### config.mk
export PLATFORM = sky130hd
export DESIGN_NAME = mux_pipe
export DESIGN_NICKNAME = d
export VERILOG_FILES = /design/src/rtl/mux_pipe.sv
export SDC_FILE = /design/constraint.sdc
export NUM_CORES = 1
export LEC_CHECK = 0
export CAP_MARGIN = 15
export CORE_ASPECT_RATIO = 1.25
export CORE_MARGIN = 2
export CORE_UTILIZATION = 40
export DETAILED_ROUTE_END_ITERATION = 12
export PLACE_DENSITY = 0.87
export SLEW_MARGIN = 15
export SYNTH_ARGS = -nofsm -noshare
export SYNTH_HDL_FRONTEND = slang
export SYNTH_SLANG_ARGS = --single-unit
### constraint.sdc
create_clock -name clk -period 7.45 [get_ports clk]
set_clock_uncertainty 0.1 [all_clocks]
set_input_delay 0.745 -clock clk [delete_from_list [all_inputs] [get_ports clk]]
set_output_delay 0.745 -clock clk [all_outputs]
set_load 0.03 [all_outputs]
### src/rtl/mux_pipe.sv
// rtl/mux_pipe.sv - N-input registered mux with explicit/round-robin select (optional skid: MUX_PIPE_SKID_EN)
module mux_pipe #(
  parameter int WIDTH  = 32,
  parameter int NUM_IN = 4,
  parameter int SEL_W  = 2
) (
  input  logic                     clk,
  input  logic                     rst_n,
  input  logic [NUM_IN*WIDTH-1:0]  in_data,
  input  logic [NUM_IN-1:0]        in_valid,
  output logic [NUM_IN-1:0]        in_ready,
  input  logic [SEL_W-1:0]         sel,
  input  logic                     rr_mode,
  output logic [WIDTH-1:0]         out_data,
  output logic [SEL_W-1:0]         out_sel,
  output logic                     out_valid,
  input  logic                     out_ready
);

  logic [SEL_W-1:0] ptr;
  logic [SEL_W-1:0] grant;
  logic             grant_ok;
  logic             can_accept;
  logic             accept;
  logic [WIDTH-1:0] grant_data;
  logic             out_drain;
  int               rr_idx;

  assign out_drain = out_valid && out_ready;

`ifdef MUX_PIPE_SKID_EN
  logic             skid_valid;
  logic [WIDTH-1:0] skid_data;
  logic [SEL_W-1:0] skid_sel;

  // With a skid entry available, acceptance never looks at out_ready
  assign can_accept = !skid_valid;
`else
  assign can_accept = !out_valid || out_ready;
`endif

  // Pick the eligible channel: sel in explicit mode, first requester after ptr in round-robin
  always_comb begin
    grant    = '0;
    grant_ok = 1'b0;
    rr_idx   = 0;
    if (!rr_mode) begin
      grant    = sel;
      grant_ok = (int'(sel) < NUM_IN);
    end else begin
      // Walk the search order backwards so the nearest requester wins last
      for (int i = NUM_IN; i >= 1; i--) begin
        rr_idx = (int'(ptr) + i) % NUM_IN;
        if (in_valid[rr_idx]) begin
          grant    = SEL_W'(rr_idx);
          grant_ok = 1'b1;
        end
      end
    end
  end

  // Only the granted channel sees ready, and only when the stage has room
  always_comb begin
    in_ready = '0;
    if (grant_ok && can_accept) begin
      in_ready[grant] = 1'b1;
    end
  end

  assign accept     = grant_ok && can_accept && in_valid[grant];
  assign grant_data = in_data[int'(grant)*WIDTH +: WIDTH];

  // Round-robin pointer advances to the winner only on an accepted rr transfer
  always_ff @(posedge clk or negedge rst_n) begin
    if (!rst_n) begin
      ptr <= SEL_W'(NUM_IN - 1);
    end else if (accept && rr_mode) begin
      ptr <= grant;
    end
  end

`ifdef MUX_PIPE_SKID_EN
  // Output register plus one-entry skid; skid drains into the output first
  always_ff @(posedge clk or negedge rst_n) begin
    if (!rst_n) begin
      out_valid  <= 1'b0;
      out_data   <= '0;
      out_sel    <= '0;
      skid_valid <= 1'b0;
      skid_data  <= '0;
      skid_sel   <= '0;
    end else if (skid_valid) begin
      if (out_drain) begin
        out_data   <= skid_data;
        out_sel    <= skid_sel;
        skid_valid <= 1'b0;
      end
    end else if (accept) begin
      if (!out_valid || out_drain) begin
        out_data  <= grant_data;
        out_sel   <= grant;
        out_valid <= 1'b1;
      end else begin
        skid_data  <= grant_data;
        skid_sel   <= grant;
        skid_valid <= 1'b1;
      end
    end else if (out_drain) begin
      out_valid <= 1'b0;
    end
  end
`else
  // Single output register: reload on accept, otherwise clear once drained
  always_ff @(posedge clk or negedge rst_n) begin
    if (!rst_n) begin
      out_valid <= 1'b0;
      out_data  <= '0;
      out_sel   <= '0;
    end else if (accept) begin
      out_data  <= grant_data;
      out_sel   <= grant;
      out_valid <= 1'b1;
    end else if (out_drain) begin
      out_valid <= 1'b0;
    end
  end
`endif

endmodule

==> results of run 1 <==
cells in the mapped netlist (all sizes together) (2+ instances only):
master	instances	area (um2)
inv	7	26.28
nor2	5	18.77
nand2	6	22.52
mux2i	98	980.9
o22ai	2	12.51
nand2b	2	12.51
mux2	33	476.7
nor3	2	10.01
dfstp	2	52.55
dfrtp	35	875.8
buf	16	101.4
o21ai	4	20.01
a21oi	2	10.01
registers in the layout (all words and copies together) (netlist names):
register   cells
out_data      32
out_valid      1
out_sel        2
ptr            2
worst reg2reg max path, cell delays in order (launching register included):
cell and delay, ns:
sky130_fd_sc_hd__dfstp_2 0.56, sky130_fd_sc_hd__nand2b_1 0.16, sky130_fd_sc_hd__a21oi_1 0.14, sky130_fd_sc_hd__o32ai_4 0.28, sky130_fd_sc_hd__buf_4 0.81, sky130_fd_sc_hd__mux2i_1 0.40
sky130_fd_sc_hd__o2bb2ai_4 0.19, sky130_fd_sc_hd__buf_4 0.49, sky130_fd_sc_hd__mux2_1 0.41
area by class of cell:
| cell class | count | share of cell area |
|---|---|---|
| sequential | 37 | 0.1970 |
| tap | 87 | 0.02310 |
| timing repair buffer | 179 | 0.3775 |
| multi-input combinational | 171 | 0.3714 |
| inverter | 7 | 0.005575 |
| clock inverter | 2 | 0.007964 |
| clock buffer | 6 | 0.01752 |
layer usage:
layer	up-vias	routed length [um]
met4	0	179
met2	99	4230
met1	1163	2721
met5	-	0
met3	12	586
li1	1184	-
worst max path at each step:
stage                           start  cells after the start      endpoint  slack (ns)
final                     in_valid[3]                      7   in_ready[1]        3.03
after global routing      in_valid[3]                      7   in_ready[1]        2.84
after CTS                 in_valid[3]                      7   in_ready[1]        3.05
after detailed placement  in_valid[3]                      9  out_data[15]        3.01
after global placement    in_valid[3]                      9  out_data[12]        3.14
after floorplan           in_valid[2]                      7   in_ready[1]        4.12
through the flow:
stage                     hold WS [ns]  cells
final                           0.4028    489
after global routing            0.4152    489
after CTS                       0.4043    489
after detailed placement        0.3842    481
after global placement          0.3705    481
after floorplan                 0.3494    231
report_power, final:
part / internal [uW] / total, uW / switching, uW
sequential: 309 / 374 / 65.1
clock: 109 / 180 / 71.4
combinational: 502 / 980 / 478
cell families after synthesis:
family	after synthesis	share of synthesized area
flops	37	0.3344
simple gates	23	0.04372
mux	131	0.5250
compound gates	17	0.05093
buf+inv	23	0.04597
layout by cell type, fill, tap and decap left out, types with 2 or more instances in the layout:
master / instances
sky130_fd_sc_hd__a21oi_1: 2
sky130_fd_sc_hd__nor2_1: 5
sky130_fd_sc_hd__buf_4: 3
sky130_fd_sc_hd__inv_1: 7
sky130_fd_sc_hd__nor3_1: 2
sky130_fd_sc_hd__mux2_4: 28
sky130_fd_sc_hd__dfrtp_1: 35
sky130_fd_sc_hd__mux2i_1: 98
sky130_fd_sc_hd__clkdlybuf4s50_1: 175
sky130_fd_sc_hd__clkbuf_8: 6
sky130_fd_sc_hd__dfstp_2: 2
sky130_fd_sc_hd__nand2b_1: 2
sky130_fd_sc_hd__mux2_1: 5
sky130_fd_sc_hd__o21ai_1: 3
sky130_fd_sc_hd__nand2_1: 6
sky130_fd_sc_hd__o22ai_1: 2
==> flow_summary.yaml, run 1 <==
clocking:
  postCtsSetupBuffers: 0
  cts_buffers: 5
  clk_transition_reported_paths_ns: 0.07
  insertion_delay_ns: 0.28
  post_cts_resize_count: 0
  clk_root_buffer_cell: "sky130_fd_sc_hd__clkbuf_8"
  cts_hold_buffers: 0
  htree_num_levels: 2
  clock_sink_count: 37
  cts_tree: "yes"
  clock_path_buffers: 2
layout:
  final_design_area_no_fill_um2: 4713
  multi_input_area_um2: 1750
  sequential_cell_area_um2: 928.4
  areaGrowthSynthToFinish_pct: 69.76
  fillerInstances: 528
  drive_gt1_frac: 0.1119
  final_core_util: 0.7090
  nets: 539
  antennaDiodeCount: 0
hold_path:
  sink_of_the_worst_hold_path: "out_data[13]"
  timing.hold.worst.start: "out_data[13]"
  min_delay_path_class: "reg2reg"
  worst_hold_path.num_cells: 1
critical_path:
  timing.rr.start: "ptr[0]"
  maximum_fanout_encountered_on_the_critical_timing_path: 68
  end_kind: "output port"
  cp_common_cell: "sky130_fd_sc_hd__clkdlybuf4s50_1"
  setup.worst_path.class: "in2out"
  max_stage_delay_ns: 0.81
  critical_path_arrival_ns: 3.57
  critical_path.slowest_cell: "sky130_fd_sc_hd__buf_4"
  crit_buf_inv: 3
  critical_path.cell_chain: "clkdlybuf4s50_1, nand3b_1, o21ai_1, o32ai_4, buf_4, nor3_1, clkdlybuf4s50_1"
  critPathLaunchType: "input port"
  crit_required_ns: 6.61
  rr_worst_depth: 8
  timing.rr.end: "out_data[15]"
  reg2reg_slack_ns: 3.79
  critPathTopFamily: "buffers and inverters"
timing:
  period_minus_slack_ns: 4.418
  period_share: 0.5930
  finalHoldViolations: 0
  setup_repair_after_global_routing_missed_its_margin: "false"
  finalSetupViolCount: 0
  worst_slew_margin_rel: 0.2854
  timing_limited_maximum_frequency_ghz: 0.2264
  tightest_slew_ns: 1.072
  timing.setup.tns_ns: 0
  finalMaxSlewViolations: 0
  final.setup.worst_slack_ns: 3.032
power_and_ir_drop:
  total_power_uw: 1534
  power.density_cell_area_nw_per_um2: 325.5
  leakagePower_uw: 0.002065
  worst_ir_drop_vdd_uv: 187.6
placement:
  number_of_port_buffers: 176
  place_congestion: 0.8041
  place_ws_ns: 3.013
  postPlaceCellArea_um2: 4593
  final_hpwl_from_detailed_placement_mm: 6.118
grt:
  pin_count_of_the_biggest_net_entering_global_routing: 69
  antenna_found_initial: 0
  grt_pass1_vias: 2660
  grtUsageMet3: 0.05948
  overall_fraction_of_global_route_tracks_in_use: 0.2060
  groute.layer.met2.usage: 0.3932
  use_met1: 0.2121
  globalRouteOverflowTotal: 0
  busiest_layer: "met2"
  first_pass_grt_wire_length_mm: 12.51
floorplanning:
  chipHeight_um: 97.15
  fp.dieW_um: 78.52
  core-area_um2: 6648
  row_count: 33
  total_die_area_um2: 7627
  io_pins: 177
  initial_core_util: 0.4177
routing:
  wirelength_mm: 7.718
  post_drt_via_cell_ratio: 5.027
  wl_per_cell_um: 15.78
  remaining_drc_errors: 0
  detail-route-antenna-nets: 0
  total_number_of_vias: 2458
  detailedRoute.firstIterationViolations: 59
  dr.pass1.iters: 4
job:
  timing.max_cap.violations: 0
run_status:
  status: "finished clean"
synthesis:
  yosys_warnings: 0
  synth_top_flop_cell: "sky130_fd_sc_hd__dfrtp_1"
  post_synth_num_cell_types: 34
  synth.ff_latch_count: 37
  synth-edff-count: 0
  synthArstFlopShare: 1.000
  synthCells: 231
  yosysSeqAreaShare: 0.3344
  postSynthAreaPerCell_um2: 12.02
  syn_nets: 369
  syn-cell-area_um2: 2776
Power figures use the tool's default switching activity.
==> run 2, diff against run 1 <==
--- a/config.mk
+++ b/config.mk
@@ -8,9 +8,9 @@
 export CAP_MARGIN = 15
 export CORE_ASPECT_RATIO = 1.25
 export CORE_MARGIN = 2
-export CORE_UTILIZATION = 40
+export CORE_UTILIZATION = 37
 export DETAILED_ROUTE_END_ITERATION = 12
-export PLACE_DENSITY = 0.87
+export PLACE_DENSITY = 0.81
 export SLEW_MARGIN = 15
 export SYNTH_ARGS = -nofsm -noshare
 export SYNTH_HDL_FRONTEND = slang
==> constraint.sdc (replaced) <==
create_clock -name clk -period 4.5 [get_ports clk]
set_clock_uncertainty 0.1 [all_clocks]
set_input_delay 0.45 -clock clk [delete_from_list [all_inputs] [get_ports clk]]
set_output_delay 0.45 -clock clk [all_outputs]
set_load 0.03 [all_outputs]
==> run 2 against run 1 <==
Total power grew 68%. Critical endpoint is now in_ready[0]. Largest power group unchanged. Count of clock-buffer cells in the layout shrank 1. Combinational power grew 66%.
==> flow_summary.yaml, run 2 (synthesized netlist as in run 1, its figures left out) <==
timing:
  period_share: 0.8066
  period_minus_slack_ns: 3.629
  worst_slew_margin_rel: 0.4657
  hold_slack_ns: 0.1468
  finalSetupViolCount: 0
  finalMaxSlewViolations: 0
  tightest_slew_ns: 0.8015
  finalHoldViolations: 0
  setup_repair_after_global_routing_missed_its_margin: "false"
  timing_limited_maximum_frequency_ghz: 0.2755
  timing.setup.tns_ns: 0
critical_path:
  critical_path.cell_chain: "clkdlybuf4s50_1, and3b_1, a311oi_1, o221ai_4, buf_4, nor3_1, clkdlybuf4s50_1"
  setup.worst_path.class: "in2out"
  cp_common_cell: "sky130_fd_sc_hd__clkdlybuf4s50_1"
  critical_path.slowest_cell: "sky130_fd_sc_hd__clkdlybuf4s50_1"
  critPathLaunchType: "input port"
  end_kind: "output port"
  critical_path_arrival_ns: 3.08
  crit_required_ns: 3.95
  rr_worst_depth: 7
  max_stage_delay_ns: 0.70
  maximum_fanout_encountered_on_the_critical_timing_path: 17
grt:
  grtUsageMet3: 0.06004
  overall_fraction_of_global_route_tracks_in_use: 0.1890
  pin_count_of_the_biggest_net_entering_global_routing: 42
  busiest_layer: "met2"
  first_pass_grt_wire_length_mm: 12.05
  groute.layer.met2.usage: 0.3411
  use_met1: 0.2129
  antenna_found_initial: 0
  globalRouteOverflowTotal: 0
  grt_pass1_vias: 2583
layout:
  drive_gt1_frac: 0.1163
  areaGrowthSynthToFinish_pct: 71.47
  nets: 541
  antennaDiodeCount: 0
  final_design_area_no_fill_um2: 4761
  layout_common_cells: "sky130_fd_sc_hd__clkdlybuf4s50_1 (175), sky130_fd_sc_hd__mux2i_1 (98), sky130_fd_sc_hd__dfrtp_1 (35), sky130_fd_sc_hd__mux2_4 (28), sky130_fd_sc_hd__inv_1 (7)"
  max_ffs_per_register: 32
  top_register: "out_data"
  layout.cells.most_common: "sky130_fd_sc_hd__clkdlybuf4s50_1"
  layout_top_registers: "out_data x32, out_sel x2, ptr x2"
  final_core_util: 0.6510
routing:
  detail-route-antenna-nets: 0
  wl_per_cell_um: 15.35
  detailedRoute.firstIterationViolations: 77
  post_drt_via_cell_ratio: 4.935
  wirelength_mm: 7.612
  remaining_drc_errors: 0
  dr.pass1.iters: 4
  total_number_of_vias: 2448
floorplanning:
  initial_core_util: 0.3796
  io_pins: 177
  row_count: 35
  total_die_area_um2: 8217
  chipHeight_um: 100.9
  fp.dieW_um: 81.48
  core-area_um2: 7313
run_status:
  status: "finished clean"
power_and_ir_drop:
  worst_ir_drop_vdd_uv: 321.7
  leakagePower_uw: 0.002089
  power.density_cell_area_nw_per_um2: 542.4
clocking:
  clk_transition_reported_paths_ns: 0.07
  clock_path_buffers: 2
  clk_root_buffer_cell: "sky130_fd_sc_hd__clkbuf_8"
  post_cts_resize_count: 0
  postCtsSetupBuffers: 0
  insertion_delay_ns: 0.28
  cts_tree: "yes"
  clock_sink_count: 37
  cts_buffers: 5
  cts_hold_buffers: 0
  htree_num_levels: 2
placement:
  final_hpwl_from_detailed_placement_mm: 6.182
  postPlaceCellArea_um2: 4627
  place_congestion: 0.7824
  number_of_port_buffers: 176
job:
  timing.max_cap.violations: 0
hold_path:
  min_delay_path_class: "in2async"
-- run 2: cell count changes in the layout (fill, tap and decap cells not counted) --
cell / before / now
sky130_fd_sc_hd__bufinv_16: 1 / 2
sky130_fd_sc_hd__buf_12: 0 / 1
sky130_fd_sc_hd__buf_4: 3 / 4
sky130_fd_sc_hd__clkbuf_8: 6 / 5
sky130_fd_sc_hd__clkinv_2: 0 / 1
sky130_fd_sc_hd__clkinvlp_4: 1 / 0
-- run 2: final cells by class --
class                   count  area, um2
clock buffers               5      68.82
clock inverters             3      65.06
fillers                   588       2552
inverters                   7      26.28
multi-input cells         171       1750
flip-flops and latches     37      928.4
well taps                  92      115.1
repair buffers            181       1807
-- run 2: per-layer routing --
metal  wire, um  vias up
li1           -     1193
met3        595        8
met4        104        0
met5          0        -
met2       4115      101
met1       2797     1146
-- run 2: critical path: cells and delay by family --
family,cells,cell delay (ns)
buffers and inverters,3,1.57
AOI/OAI and AO/OA,2,0.60
and+or+nand+nor,2,0.46
-- run 2: final timing paths --
kind	start	end	slack (ns)
min in group clk	out_data[14]	out_data[14]	0.39
worst min register to register	out_data[14]	out_data[14]	0.39
max in group asynchronous	rst_n	out_data[29]	3.64
worst min-delay path	rst_n	out_data[8]	0.15
worst max register to register	ptr[0]	out_data[12]	1.39
worst max-delay path	in_valid[0]	in_ready[0]	0.87
-- run 2: report_power, final --
part | leakage [uW] | switching (uW) | total (uW) | internal, uW
Sequential | 0.000431 | 105 | 617 | 512
Clock | 0.0000681 | 115 | 335 | 220
Combinational | 0.00159 | 792 | 1630 | 838
Total | 0.00209 | 1010 | 2580 | 1570
-- run 2: per-stage QoR --
stage          power (uW)  setup WS, ns  cells
2_1_floorplan        1649         1.614    231
3_3_place_gp         2233        0.9383    488
3_5_place_dp         2267        0.8132    488
4_1_cts              2615        0.8598    496
5_1_grt              2725        0.7006    496
6_report             2582        0.8705    496
